## src/rtl/id_issue_buffer.sv

```systemverilog
// Multi-lane decode-to-issue buffer: circular queue accepting up to NR_LANES
// entries per cycle and presenting the oldest NR_LANES entries in order.
module id_issue_buffer #(
   parameter int NR_LANES   = 2,
   parameter int DEPTH      = 8,
   parameter int DATA_WIDTH = 64,
   parameter int CF_STOP    = 1
) (
   input  logic                             clk_i,
   input  logic                             rst_ni,
   input  logic                             flush_i,
   input  logic [NR_LANES*DATA_WIDTH-1:0]   in_data_i,
   input  logic [NR_LANES-1:0]              in_is_cf_i,
   input  logic [NR_LANES-1:0]              in_valid_i,
   output logic [NR_LANES-1:0]              in_ready_o,
   output logic [NR_LANES*DATA_WIDTH-1:0]   out_data_o,
   output logic [NR_LANES-1:0]              out_is_cf_o,
   output logic [NR_LANES-1:0]              out_valid_o,
   input  logic [NR_LANES-1:0]              out_ack_i,
   output logic [$clog2(DEPTH+1)-1:0]       count_o,
   output logic                             full_o,
   output logic                             empty_o
);

   localparam int PW = (DEPTH > 1) ? $clog2(DEPTH) : 1;
   localparam int CW = $clog2(DEPTH+1);

   // Sums stay below 2*DEPTH, so one conditional subtract is an exact modulo.
   function automatic logic [PW-1:0] wrap(input logic [PW:0] a);
      logic [PW:0] s;
      s = (a >= (PW+1)'(DEPTH)) ? a - (PW+1)'(DEPTH) : a;
      return s[PW-1:0];
   endfunction

   logic [DATA_WIDTH:0]  r_mem [DEPTH];
   logic [PW-1:0]        r_rd;
   logic [PW-1:0]        r_wr;
   logic [CW-1:0]        r_count;

   logic [CW-1:0]        w_free;
   logic [CW-1:0]        w_npush;
   logic [CW-1:0]        w_npop;
   logic [NR_LANES-1:0]  w_ready;
   logic [NR_LANES-1:0]  w_valid;
   logic                 w_ok;
   logic                 w_run;
   logic [PW-1:0]        w_ridx;

   // Space comes from the registered count only: no ack-to-ready path.
   always_comb begin
      w_free  = CW'(DEPTH) - r_count;
      w_ok    = !flush_i;
      w_ready = '0;
      w_npush = '0;
      for (int i = 0; i < NR_LANES; i++) begin
         w_ok       = w_ok & in_valid_i[i] & (CW'(i) < w_free);
         w_ready[i] = w_ok;
         if (w_ok) w_npush = CW'(i + 1);
         if (CF_STOP != 0) w_ok = w_ok & ~in_is_cf_i[i];
      end
   end

   always_comb begin
      w_valid     = '0;
      w_ridx      = '0;
      out_data_o  = '0;
      out_is_cf_o = '0;
      for (int j = 0; j < NR_LANES; j++) begin
         w_ridx     = wrap({1'b0, r_rd} + (PW+1)'(j));
         w_valid[j] = CW'(j) < r_count;
         if (w_valid[j]) begin
            out_data_o[j*DATA_WIDTH +: DATA_WIDTH] = r_mem[w_ridx][DATA_WIDTH-1:0];
            out_is_cf_o[j]                         = r_mem[w_ridx][DATA_WIDTH];
         end
      end
   end

   always_comb begin
      w_run  = !flush_i;
      w_npop = '0;
      for (int j = 0; j < NR_LANES; j++) begin
         w_run = w_run & out_ack_i[j] & w_valid[j];
         if (w_run) w_npop = CW'(j + 1);
      end
   end

   always_ff @(posedge clk_i) begin
      for (int i = 0; i < NR_LANES; i++) begin
         if (w_ready[i])
            r_mem[wrap({1'b0, r_wr} + (PW+1)'(i))] <= {in_is_cf_i[i], in_data_i[i*DATA_WIDTH +: DATA_WIDTH]};
      end
   end

   always_ff @(posedge clk_i) begin
      if (!rst_ni) begin
         r_rd    <= '0;
         r_wr    <= '0;
         r_count <= '0;
      end else if (flush_i) begin
         r_rd    <= '0;
         r_wr    <= '0;
         r_count <= '0;
      end else begin
         r_rd    <= wrap({1'b0, r_rd} + (PW+1)'(w_npop));
         r_wr    <= wrap({1'b0, r_wr} + (PW+1)'(w_npush));
         r_count <= r_count + w_npush - w_npop;
      end
   end

   assign in_ready_o  = w_ready;
   assign out_valid_o = w_valid;
   assign count_o     = r_count;
   assign full_o      = (r_count == CW'(DEPTH));
   assign empty_o     = (r_count == '0);

endmodule

```

## config.mk

```make
export PLATFORM = sky130hd
export DESIGN_NAME = id_issue_buffer
export DESIGN_NICKNAME = d
export VERILOG_FILES = /design/src/rtl/id_issue_buffer.sv
export SDC_FILE = /design/constraint.sdc
export NUM_CORES = 1
export LEC_CHECK = 0
export BUFFER_PORTS_ARGS = -buffer_cell sky130_fd_sc_hd__buf_2
export CAP_MARGIN = 10
export CELL_PAD_IN_SITES_DETAIL_PLACEMENT = 1
export CELL_PAD_IN_SITES_GLOBAL_PLACEMENT = 2
export CORE_ASPECT_RATIO = 1.75
export CORE_MARGIN = 3
export CORE_UTILIZATION = 40
export CTS_CLUSTER_DIAMETER = 150
export DETAILED_ROUTE_END_ITERATION = 12
export PLACE_DENSITY_LB_ADDON = 0.1
export SYNTH_ARGS = -nofsm -noshare
export SYNTH_HDL_FRONTEND = slang
export SYNTH_SLANG_ARGS = --single-unit
```

## constraint.sdc

```tcl
create_clock -name clk_i -period 10.35 [get_ports clk_i]
set_clock_uncertainty 0.2 [all_clocks]
set_input_delay 1.5525 -clock clk_i [delete_from_list [all_inputs] [get_ports clk_i]]
set_output_delay 1.5525 -clock clk_i [all_outputs]
set_load 0.03 [all_outputs]
```

==> impl_metrics.csv, run 1 <==
group,metric,value,unit
synth,synth.area.mux_share,0.410,
critical_path,crit_type,"reg -> out",
synth,synth_area_leaders,"edfxtp_1 (50%), mux4_2 (19%), mux2_2 (13%), mux2_4 (7.3%), mux2i_1 (2.1%)",
finish,fill_cells,7554,
critical_path,r2r_start,"count_o[1]",
route,avgViaCountPerCell,5.94,
synth,synth_area,31400,sq um
hold_path,min_to,"r_wr[1]",
synth,yosysMostFrequentCell,"edfxtp_1",
placed_design,place_hpwl,58900,microns
finish,layout.nets,2269,
synth,synthDistinctLibCells,37,
timing,setup_viol,0,
placed_design,placed_cell_area,33700,sq um
power_and_ir_drop,power_density,156,nW/um^2
clocking,h-tree-depth,2,
finish,seqCellArea,15800,sq um
synth,synth_top_family_by_area,"multiplexers",
synth,synth_top_area_share,0.498,
placed_design,gp_congestion,0.779,
hold_path,hp-start,"r_wr[1]",
synth,synthFlopType,"edfxtp_1",
grt,grt_pass1_vias,21374,
floorplan,row_count,135,
critical_path,rrSetupSlack,5.98,ns
route,ant_nets,0,
clocking,cts_hold_buf,0,
hold_path,hold_depth,3,
route,vias,19011,
timing,finalSetupTns,0,ns
hold_path,hold_path_class,"reg -> reg",
route,wl,101000,microns
floorplan,start_util,0.405,
finish,multi_input_area,14800,sq um
timing,slew-limit-headroom,0.257,
route,first_pass_iters,5,
clocking,cts-resized-gates,0,
placed_design,io_buffers,276,
run,drv_cap,0,
synth,ys_top_cells_by_count,"edfxtp_1 (520), mux2_2 (361), mux4_2 (260)",
timing,hold_viol,0,
clocking,cts_tree,"yes",
critical_path,crit_arrival,4.20,ns
timing,min_period,5.95,ns
synth,synth_enable_flop_cells,520,
finish,design_area,35400,sq um
clocking,postCtsSetupBuffers,0,
floorplan,die_h,376,microns
floorplan,io_pins,277,
critical_path,required,8.60,ns
clocking,path_clk_slew,0.06,ns
synth,synthAdderAreaFrac,0.00654,
synth,syn_area_per_cell,16.5,sq um
grt,grt_max_degree,110,
timing,rsz0062_at_grt,"false",
power_and_ir_drop,p_leak,12.2,nW
route,drt_iter0_drc,1254,
grt,grt_pass1_wl,147000,microns
power_and_ir_drop,vdd_drop_max,0.000136,V
grt,grt_usage,0.247,
status,outcome,"finished clean",
floorplan,core-area,77500,sq um
grt,overflow,0,
critical_path,worst_r2r_endpoint,"r_mem[1][59]",
timing,tightestPinTransition,1.11,ns
clocking,clock_latency,0.62,ns
synth,syn_inst,1897,
critical_path,critPathMaxFanout,54,
route,drc,0,
route,wl_per_cell,31.5,microns
finish,syn_to_final_growth,12.9,%
synth,ys_warn_count,0,
synth,ys_seq_area_frac,0.504,
timing,fin_crit_sh,0.575,
timing,slew_viol_final,0,
synth,synthesis.nets,2048,
synth,synth-xor-area-share,0.00251,
floorplan,dieArea,81900,sq um
synth,async_flop_share,0,
clocking,cts.root.buffer_cell,"clkbuf_16",
synth,synth_seq_cells,530,
critical_path,reg2regPathDepth,9,
synth,yosysTopAreaCell,"edfxtp_1",
finish,drive_gt1_frac,0.550,
critical_path,worstSetupEndpointType,"primary output",
synth,synth_compound_area_frac,0.0163,
synth,synth-simple-area-share,0.0311,
clocking,cts.sinks,530,
timing,fmaxAchievable,0.168,GHz
clocking,clockBufferDepth,3,
grt,antenna_found_initial,28,
floorplan,dieWidth,218,microns
clocking,cts_buffers,54,
critical_path,start_kind,"flip-flop",
## power by group
part | total [mW] | leakage, nW | internal, mW | switching, mW
clock network | 1.92 | 0.811 | 1.06 | 0.857
logic | 1.18 | 6.61 | 0.385 | 0.794
registers | 2.44 | 4.78 | 2.41 | 0.0277
total | 5.54 | 12.2 | 3.86 | 1.68
## metal layers
| metal | track usage | vias to the layer above | wire, microns |
|---|---|---|---|
| met3 | 0.0476 | 163 | 5850 |
| met2 | 0.448 | 562 | 53300 |
| met5 | 0 | - | 164 |
| li1 | - | 8077 | - |
| met1 | 0.299 | 10185 | 38900 |
| met4 | 0.0676 | 24 | 2670 |
## cells by family after synthesis
kind of cell,Yosys count
AO/OA/AOI/OAI,91
XOR/XNOR,9
adder cells (fa/ha/maj),14
buffers and inverters,172
flip-flops,530
multiplexers,838
AND/OR/NAND/NOR,243
## registers in the layout, indices dropped and copies added (netlist names)
| signal | cells |
|---|---|
| count_o | 4 |
| r_mem | 520 |
| r_rd | 3 |
| r_wr | 3 |
## worst max-delay path by stage
stage | startpoint | end | slack (ns) | cells past startpoint
after floorplan | flush_i | r_mem[0][0] | 2.50 | 5
after global placement | r_rd[0] | out_data_o[91] | 4.87 | 6
after detailed placement | r_rd[0] | out_data_o[91] | 4.89 | 6
after CTS | r_rd[0] | out_data_o[91] | 4.19 | 6
after global routing | r_rd[0] | out_data_o[91] | 4.13 | 6
final | r_rd[0] | out_data_o[91] | 4.40 | 6
## cell type report
type / count / share of cell area
Antenna cell: 15 / 0.00106
Clock buffer: 65 / 0.0399
Clock inverter: 34 / 0.00706
Inverter: 19 / 0.00205
Multi-Input combinational cell: 1195 / 0.418
Sequential cell: 530 / 0.447
Tap cell: 1027 / 0.0363
Timing Repair Buffer: 318 / 0.0486
## placed cells by master, fill, tap and decap left out, types with 15 or more instances in the layout
master     netlist  layout
a21oi_1         67      67
buf_2           46     276
buf_4           20      40
clkbuf_16        0      55
clkinv_1         0      21
diode_2          0      15
edfxtp_1       520     520
inv_1           19      18
mux2_2         361     361
mux2_4         152     152
mux2i_1         65      65
mux4_2         260     260
nand2_1        140     140
nor2_1          81      77
## critical path: stages (launching register included)
cell     delay, ns
dfxtp_4       0.95
ha_4          0.74
buf_4         0.77
mux4_2        0.35
nand2_1       0.05
a21oi_1       0.37
buf_2         0.28
## per-stage QoR
| step | cells | hold WS [ns] | power [mW] | setup slack [ns] | util |
|---|---|---|---|---|---|
| 6_report | 3203 | 0.470 | 5.54 | 4.40 | 0.457 |
| 5_1_grt | 3193 | 0.515 | 5.75 | 4.13 | 0.457 |
| 4_1_cts | 3188 | 0.478 | 5.62 | 4.19 | 0.456 |
| 3_5_place_dp | 3089 | 0.468 | 3.68 | 4.89 | 0.435 |
| 3_3_place_gp | 3089 | 0.472 | 3.66 | 4.87 | 0.435 |
| 2_1_floorplan | 1897 | 0.396 | 3.22 | 2.50 | - |
No activity file was read; power rests on OpenSTA's default activity.
==> run 2, diff against run 1 <==
clock period = 5.34 ns   (was 10.35 ns; I/O delays follow)
==> run 2 against run 1 <==
  * Clock power grew 120%
  * Cell count grew 0.16%
  * First-iteration DRC count fell by 11%
  * Largest cell class unchanged
  * Largest power group unchanged
  * Sequential power rose by 93%
  * Die area unchanged
  * Register-to-register slack worse by 4.4 ns
==> impl_metrics.csv, run 2 (synthesis gave the netlist of run 1 again) <==
group,metric,value,unit
status,outcome,"finished clean",
finish,largest_reg_flops,520,
grt,grt_max_degree,131,
timing,tightestPinTransition,1.06,ns
route,vias,18867,
hold_path,min_to,"r_mem[3][64]",
route,drt_iter0_drc,1117,
floorplan,row_count,135,
placed_design,place_ws,1.29,ns
critical_path,reg2regPathDepth,9,
finish,syn_to_final_growth,14.2,%
hold_path,hp-start,"in_is_cf_i[1]",
placed_design,io_buffers,276,
grt,grt_pass1_vias,21238,
floorplan,dieArea,81900,sq um
route,ant_nets,0,
floorplan,core-area,77500,sq um
grt,grt_usage,0.245,
critical_path,timing.critical_path.mode_cell,"buf_4",
critical_path,crit_chain,"buf_4, buf_4, mux4_2, nand2_1, a21oi_1, buf_2",
timing,layout_setup_ws,0.771,ns
clocking,cts_hold_buf,0,
finish,design_area,35800,sq um
timing,min_period,4.57,ns
finish,top_register,"r_mem",
critical_path,crit_arrival,3.57,ns
critical_path,rrSetupSlack,1.59,ns
power_and_ir_drop,p_leak,12.4,nW
grt,grt_pass1_wl,147000,microns
critical_path,worst_r2r_endpoint,"r_mem[4][39]",
clocking,clockBufferDepth,3,
clocking,clock_latency,0.61,ns
clocking,cts_buffers,54,
timing,fmaxAchievable,0.219,GHz
hold_path,hold_depth,2,
clocking,cts-resized-gates,0,
timing,setup_viol,0,
placed_design,placed_cell_area,33900,sq um
critical_path,critPathMaxFanout,40,
finish,fin_util,0.462,
timing,finalSetupTns,0,ns
route,wl,100000,microns
power_and_ir_drop,power,11.2,mW
grt,antenna_found_initial,25,
critical_path,required,4.34,ns
timing,rsz0062_at_grt,"false",
route,avgViaCountPerCell,5.88,
floorplan,die_h,376,microns
hold_path,hold_path_class,"in -> reg",
timing,slew-limit-headroom,0.295,
finish,final_common_cell,"edfxtp_1",
critical_path,cp_top_family,"buffers and inverters",
critical_path,start_kind,"flip-flop",
route,first_pass_iters,5,
grt,overflow,0,
critical_path,crit_buf_inv,3,
clocking,postCtsSetupBuffers,0,
clocking,cts.sinks,530,
placed_design,gp_congestion,0.753,
power_and_ir_drop,vdd_drop_max,0.000260,V
critical_path,cpPeakStageDelay,0.71,ns
critical_path,crit_type,"reg -> out",
clocking,h-tree-depth,2,
timing,hold_viol,0,
critical_path,worstSetupEndpointType,"primary output",
clocking,cts.root.buffer_cell,"clkbuf_16",
floorplan,io_pins,277,
finish,layout.nets,2279,
clocking,path_clk_slew,0.07,ns
route,wl_per_cell,31.2,microns
finish,final_cell_mix,"edfxtp_1 (520), mux2_2 (361), buf_2 (276)",
run,drv_cap,0,
clocking,cts_tree,"yes",
critical_path,r2r_start,"count_o[1]",
floorplan,dieWidth,218,microns
route,drc,0,
critical_path,cpMaxStageDelayCell,"dfxtp_4",
timing,slew_viol_final,0,
finish,drive_gt1_frac,0.559,
timing,fin_crit_sh,0.856,
power_and_ir_drop,power_density,312,nW/um^2
placed_design,place_hpwl,61800,microns
floorplan,start_util,0.405,
==> run 2: how the worst max path moves through the flow <==
stage                     from               to  depth (start not counted)
finish                 r_rd[0]   out_is_cf_o[1]                          6
CTS                    r_rd[0]   out_is_cf_o[1]                          6
detailed placement     r_rd[0]   out_is_cf_o[1]                          6
global placement       r_rd[0]   out_is_cf_o[1]                          6
global route           r_rd[0]  out_data_o[114]                          6
floorplan           count_o[1]      r_mem[1][0]                          8
==> run 2: power by group <==
part	leakage [nW]	total (mW)	switching [mW]	internal [mW]
sequential	4.78	4.72	0.0534	4.67
combinational	6.69	2.30	1.54	0.757
clock	0.917	4.17	1.73	2.44
==> run 2: worst reg2reg max path, cell delays in order, from the launching register on <==
cell and delay, ns:
dfxtp_1 0.43, inv_1 0.13, ha_1 0.25, nor2b_1 0.17, a32o_1 0.28, a21o_1 0.19, inv_1 0.13, nand2_1 0.28
o21ai_4 0.86, buf_12 0.46
==> run 2: through the flow <==
step	hold slack, ns	instances
3_5_place_dp	0.469	3099
2_1_floorplan	0.396	1897
6_report	0.353	3208
4_1_cts	0.288	3197
5_1_grt	0.336	3201
3_3_place_gp	0.469	3099
==> run 2: metal layers <==
metal | vias up | global-route usage | wire [microns]
li1 | 8091 | - | -
met1 | 10106 | 0.284 | 37900
met2 | 480 | 0.461 | 54300
met3 | 160 | 0.0425 | 5070
met4 | 30 | 0.0655 | 2600
met5 | - | 0 | 193
==> run 2: final cells by class <==
cell class                      count  area [sq um]
Sequential cell                   530         15800
Inverter                           19          72.6
Timing Repair Buffer              328          1910
Clock buffer                       61          1380
Antenna cell                       11          27.5
Tap cell                         1027          1280
Clock inverter                     37           505
Multi-Input combinational cell   1195         14800
Fill cell                        7514         41700
